==> config.mk <==
export PLATFORM = sky130hd
export DESIGN_NAME = pad_attr_cfg_tx
export DESIGN_NICKNAME = d
export VERILOG_FILES = /design/src/rtl/pad_attr_pkg.sv /design/src/rtl/pad_attr_cfg_tx.sv
export SDC_FILE = /design/constraint.sdc
export NUM_CORES = 1
export LEC_CHECK = 0
export BUFFER_PORTS_ARGS = -buffer_cell sky130_fd_sc_hd__clkbuf_2
export CAP_MARGIN = 20
export CELL_PAD_IN_SITES_DETAIL_PLACEMENT = 1
export CELL_PAD_IN_SITES_GLOBAL_PLACEMENT = 2
export CORE_MARGIN = 8
export CORE_UTILIZATION = 44
export CTS_CLUSTER_DIAMETER = 200
export DETAILED_ROUTE_END_ITERATION = 12
export PLACE_DENSITY = 0.94
export SYNTH_ARGS = -nofsm -noshare
export SYNTH_HDL_FRONTEND = slang
export SYNTH_SLANG_ARGS = --single-unit
==> constraint.sdc <==
create_clock -name clk_i -period 3.7 [get_ports clk_i]
set_clock_uncertainty 0.05 [all_clocks]
set_input_delay 0.74 -clock clk_i [delete_from_list [all_inputs] [get_ports clk_i]]
set_output_delay 0.74 -clock clk_i [all_outputs]
set_load 0.005 [all_outputs]
==> src/rtl/pad_attr_pkg.sv <==
// Shared types and constants for the pad attribute configuration transmitter.
package pad_attr_pkg;

  // Transmitter frame states.
  typedef enum logic [1:0] {
    StIdle   = 2'd0,
    StLoad   = 2'd1,
    StShift  = 2'd2,
    StUpdate = 2'd3
  } pad_attr_tx_state_e;

  // Native attribute word width of the pad attribute chain.
  localparam int unsigned PadAttrDw = 32;

  // All attribute bits writable by default.
  localparam logic [PadAttrDw-1:0] PadAttrMaskDefault = '1;

endpackage : pad_attr_pkg

==> src/rtl/pad_attr_cfg_tx.sv <==
// Pad attribute configuration transmitter: collects one masked attribute word per pad,
// then shifts the whole frame out MSB-first (highest pad first) and pulses an update strobe.
module pad_attr_cfg_tx
  import pad_attr_pkg::*;
#(
  parameter int unsigned        NumPads  = 4,
  parameter int unsigned        AttrDw   = PadAttrDw,
  parameter logic [AttrDw-1:0]  AttrMask = AttrDw'(PadAttrMaskDefault)
) (
  input  logic              clk_i,
  input  logic              rst_ni,
  input  logic              cfg_valid_i,
  output logic              cfg_ready_o,
  input  logic [AttrDw-1:0] cfg_attr_i,
  input  logic              abort_i,
  output logic              scan_en_o,
  output logic              scan_data_o,
  output logic              scan_update_o,
  output logic              busy_o,
  output logic              done_o
);

  localparam int unsigned TotalBits = NumPads * AttrDw;
  localparam int unsigned CntW      = $clog2(TotalBits + 1);
  localparam int unsigned IdxW      = (NumPads > 1) ? $clog2(NumPads) : 1;

  pad_attr_tx_state_e state_q, state_d;

  logic [IdxW-1:0]      word_idx_q, word_idx_d;
  logic [CntW-1:0]      bit_cnt_q, bit_cnt_d;
  logic [TotalBits-1:0] shreg_q, shreg_d;
  logic [TotalBits-1:0] load_vec;
  logic [AttrDw-1:0]    attr_buf_q [NumPads];

  logic [AttrDw-1:0] attr_masked;
  logic              accept;
  logic              last_word;
  logic              shift_done;

  assign attr_masked = cfg_attr_i & AttrMask;
  // Ready is decoded from registered state only, so accept has no output feedback.
  assign accept      = cfg_valid_i & ((state_q == StIdle) | (state_q == StLoad));
  assign last_word   = (word_idx_q == IdxW'(NumPads - 1));
  assign shift_done  = (state_q == StShift) & (bit_cnt_q == CntW'(1));

  // Frame image for the shift register: pad p occupies bits [p*AttrDw +: AttrDw], so the
  // highest pad leaves first. The last pad comes straight from the input being accepted.
  always_comb begin
    load_vec = '0;
    for (int p = 0; p < int'(NumPads); p++) begin
      if (p == int'(NumPads) - 1) begin
        load_vec[p*AttrDw +: AttrDw] = attr_masked;
      end else begin
        load_vec[p*AttrDw +: AttrDw] = attr_buf_q[p];
      end
    end
  end

  // FSM state register.
  always_ff @(posedge clk_i or negedge rst_ni) begin
    if (!rst_ni) begin
      state_q <= StIdle;
    end else begin
      state_q <= state_d;
    end
  end

  // FSM next-state logic; abort overrides every other transition.
  always_comb begin
    state_d = state_q;
    if (abort_i) begin
      state_d = StIdle;
    end else begin
      unique case (state_q)
        StIdle, StLoad: begin
          if (accept) begin
            state_d = last_word ? StShift : StLoad;
          end
        end
        StShift: begin
          if (shift_done) begin
            state_d = StUpdate;
          end
        end
        StUpdate: state_d = StIdle;
        default:  state_d = StIdle;
      endcase
    end
  end

  // FSM outputs, decoded from registered state and the shift register only.
  always_comb begin
    cfg_ready_o   = 1'b0;
    scan_en_o     = 1'b0;
    scan_data_o   = 1'b0;
    scan_update_o = 1'b0;
    done_o        = 1'b0;
    busy_o        = (state_q != StIdle);
    unique case (state_q)
      StIdle, StLoad: cfg_ready_o = 1'b1;
      StShift: begin
        scan_en_o   = 1'b1;
        scan_data_o = shreg_q[TotalBits-1];
      end
      StUpdate: begin
        scan_update_o = 1'b1;
        done_o        = 1'b1;
      end
      default: ;
    endcase
  end

  // Counter and shift register next-state; abort clears counters but keeps the shifter image.
  always_comb begin
    word_idx_d = word_idx_q;
    bit_cnt_d  = bit_cnt_q;
    shreg_d    = shreg_q;
    if (abort_i) begin
      word_idx_d = '0;
      bit_cnt_d  = '0;
    end else if (accept) begin
      if (last_word) begin
        word_idx_d = '0;
        bit_cnt_d  = CntW'(TotalBits);
        shreg_d    = load_vec;
      end else begin
        word_idx_d = word_idx_q + IdxW'(1);
      end
    end else if (state_q == StShift) begin
      shreg_d = shreg_q << 1;
      if (bit_cnt_q != '0) begin
        bit_cnt_d = bit_cnt_q - CntW'(1);
      end
    end
  end

  // Counter and shift register state.
  always_ff @(posedge clk_i or negedge rst_ni) begin
    if (!rst_ni) begin
      word_idx_q <= '0;
      bit_cnt_q  <= '0;
      shreg_q    <= '0;
    end else begin
      word_idx_q <= word_idx_d;
      bit_cnt_q  <= bit_cnt_d;
      shreg_q    <= shreg_d;
    end
  end

  // Frame buffer: masked words stored per pad; an abort in the same cycle drops the write.
  always_ff @(posedge clk_i or negedge rst_ni) begin
    if (!rst_ni) begin
      for (int p = 0; p < int'(NumPads); p++) begin
        attr_buf_q[p] <= '0;
      end
    end else if (accept && !abort_i) begin
      attr_buf_q[word_idx_q] <= attr_masked;
    end
  end

endmodule : pad_attr_cfg_tx

==> results.yml <==
cells_and_area:
  nFillCells: 2492
  drive_gt1_share_pct: 10.9
  fin_util_pct: 50.4
  layout_commonest_cell: "nand2_1"
  nets: 1040
  area_growth_pct: 12.9
  final_cell_mix: "258 x nand2_1, 236 x dfrtp_1, 135 x nor2_1"
  antenna_cells: 0
timing:
  timing.final.crit_share_pct: 67.9
  relSlewSlack_pct: 48.8
  tightest_slew_ns: 0.768
  worst_slack_ns: 1.19
  drv_slew: 0
  max_freq_mhz: 398
  min_period_ns: 2.51
  setup_viol: 0
  rsz0062_at_grt: "no"
  finalHoldViolCount: 0
  tns_ns: 0
floorplanning:
  ios: 42
  die-height_um: 167
  core_um2: 22600
  initial_core_util_pct: 44.7
  die_x_um: 167
  die_area_um2: 28000
  rows: 55
synth:
  synth_nets: 1028
  synth_cell_types: 40
  synth_edf_count: 0
  synth_cells: 985
  syn_area_per_cell_um2: 10.2
  synthesis.area_um2: 10100
  synth_area_leaders: "dfrtp_1 59%, mux2_1 11%, nand2_1 9.6%"
  ys.flop_type: "dfrtp_1"
  synth_top_area_share_pct: 58.6
  yosys.area.top_type: "dfrtp_1"
  yosysSeqAreaShare_pct: 58.6
  synth.ff_latch_count: 236
  ys_warn_count: 0
  synthArstFlopShare_pct: 100
power_and_ir_drop:
  seq_power_share_pct: 50.2
  p_per_area_nw_per_um2: 690
  p_int_mw: 5.64
  power_frac_comb_pct: 16.4
  vdd_ir_drop_max_mv: 0.392
  leakagePower_nw: 5.09
  swShare_pct: 28.2
  p_clk_share_pct: 33.3
  power.switching_mw: 2.21
global_routing:
  overflow: 0
  grt_start_max_net_pins: 134
  grt_pass1_vias: 7697
  antenna_found_initial: 1
  grt_pass1_wl_um: 39200
  track_usage_pct: 16.5
critical_path:
  cpLargestDelayFamily: "flip-flops"
  ff2ff_setup_slack_ns: 1.41
  max_stage_delay_ns: 0.56
  required_ns: 2.91
  worstPathCellList: "nand2b_1 > inv_1 > and2_1 > clkbuf_2"
  path_max_fanout: 8
  endpoint_kind: "primary output"
  critPathLaunch: "state_q[1]"
  path_class: "reg -> out"
  worstSetupPathDepth: 4
  worstRegToRegCells: 4
  cp.arrival_ns: 1.72
  r2r_start: "state_q[1]"
  path_buf_inv: 2
  start_kind: "register"
  slowest_stage: "dfrtp_1"
placed_design:
  place_congestion: 0.705
  port_buffers: 41
  pre_cts_ws_ns: 1.10
  dpl.hpwl_um: 13200
cts:
  clk_pin_slew_ns: 0.06
  cts.sinks: 236
  tritoncts: "yes"
  h-tree-depth: 1
  clockBufferDepth: 3
  tritoncts.num_buffers: 26
  clock-root-buffer: "clkbuf_16"
  hold_buffers: 0
  cts_resized: 0
  post_cts.repair.setup_buffers: 0
  insertion_delay_ns: 0.53
outcome:
  status: "finished, final reports clean"
routing:
  vias: 7062
  wirelength_um: 22800
  drc: 0
  routedWlPerCell_um: 17.6
  avgViaCountPerCell: 5.43
  drt_first_pass_iters: 4
  dr.first_iter.drc_count: 399
  final_antenna_net_count: 0
worst_hold_path:
  hold_path.class: "in -> async"
run:
  max-cap-violations: 0
## cell usage after synthesis (all sizes together) (2+ instances only)
cell type and n:
nand2 258, dfrtp 236, nor2 135, a31oi 127, mux2 96, buf 42
clkbuf 27, a21oi 9, inv 8, ha 7, nor3b 4, nand2b 3
nand3 3, nor3 3, o21ai 3, or4 3, and2 2, nand3b 2
o41ai 2, or3 2, xnor2 2
## cell type report
class	instances	area [um^2]	share of cell area, %
Tap cell	285	357	3.13
Clock inverter	12	110	0.967
Sequential cell	236	5910	51.9
Timing Repair Buffer	53	355	3.12
Inverter	8	30.0	0.264
Multi-Input combinational cell	672	3860	33.9
Clock buffer	35	766	6.73
## flip-flops by register name (all words and copies together) (netlist names)
signal      flops
attr_buf_q     96
bit_cnt_q       8
shreg_q       128
state_q         2
word_idx_q      2
## metal layers
metal / global-route usage (%) / vias to the layer above / part of all wire, %
li1: - / 3361 / -
met1: 21.7 / 3596 / 47
met2: 27.9 / 75 / 49
met3: 2.70 / 28 / 2.7
met4: 4.31 / 2 / 1.4
met5: 0 / - / 0.057
## kinds of logic after synthesis
| family | share of synthesized area (%) |
|---|---|
| compound gates | 9.21 |
| xor+xnor | 0.174 |
| fa+ha+maj | 0.869 |
| buf+inv | 3.56 |
| flops | 58.6 |
| mux | 10.8 |
| simple gates | 16.8 |
## power by group through the flow
stage,registers [mW],logic (mW),clock network [mW]
after CTS,3.95,1.33,2.69
after detailed placement,3.98,1.30,0
after floorplan,3.81,0.998,0
after global routing,4.06,1.51,2.79
after global placement,3.92,1.21,0
final,3.95,1.29,2.62
## worst register-to-register path, cell delays in order, from the launching register on
cell and delay [ns]:
dfrtp_1 0.51, nand2b_4 0.47, nor3b_4 0.29, buf_4 0.45, mux2_1 0.41
## path summary, 6_finish.rpt
kind | to
worst max-delay path | scan_data_o
worst min-delay path | shreg_q[102]
worst max register to register | attr_buf_q[107]
worst min register to register | attr_buf_q[71]
max in group asynchronous | attr_buf_q[127]
min in group clk_i | attr_buf_q[71]
## through the flow
stage	std cells	area (um^2)	hold WS (ns)	power (mW)
floorplan	985	10100	0.394	4.81
global placement	1254	10500	0.417	5.13
detailed placement	1254	10500	0.425	5.28
CTS	1301	11400	0.231	7.96
global route	1301	11400	0.240	8.35
finish	1301	11400	0.214	7.86
Power figures use the tool's default switching activity.
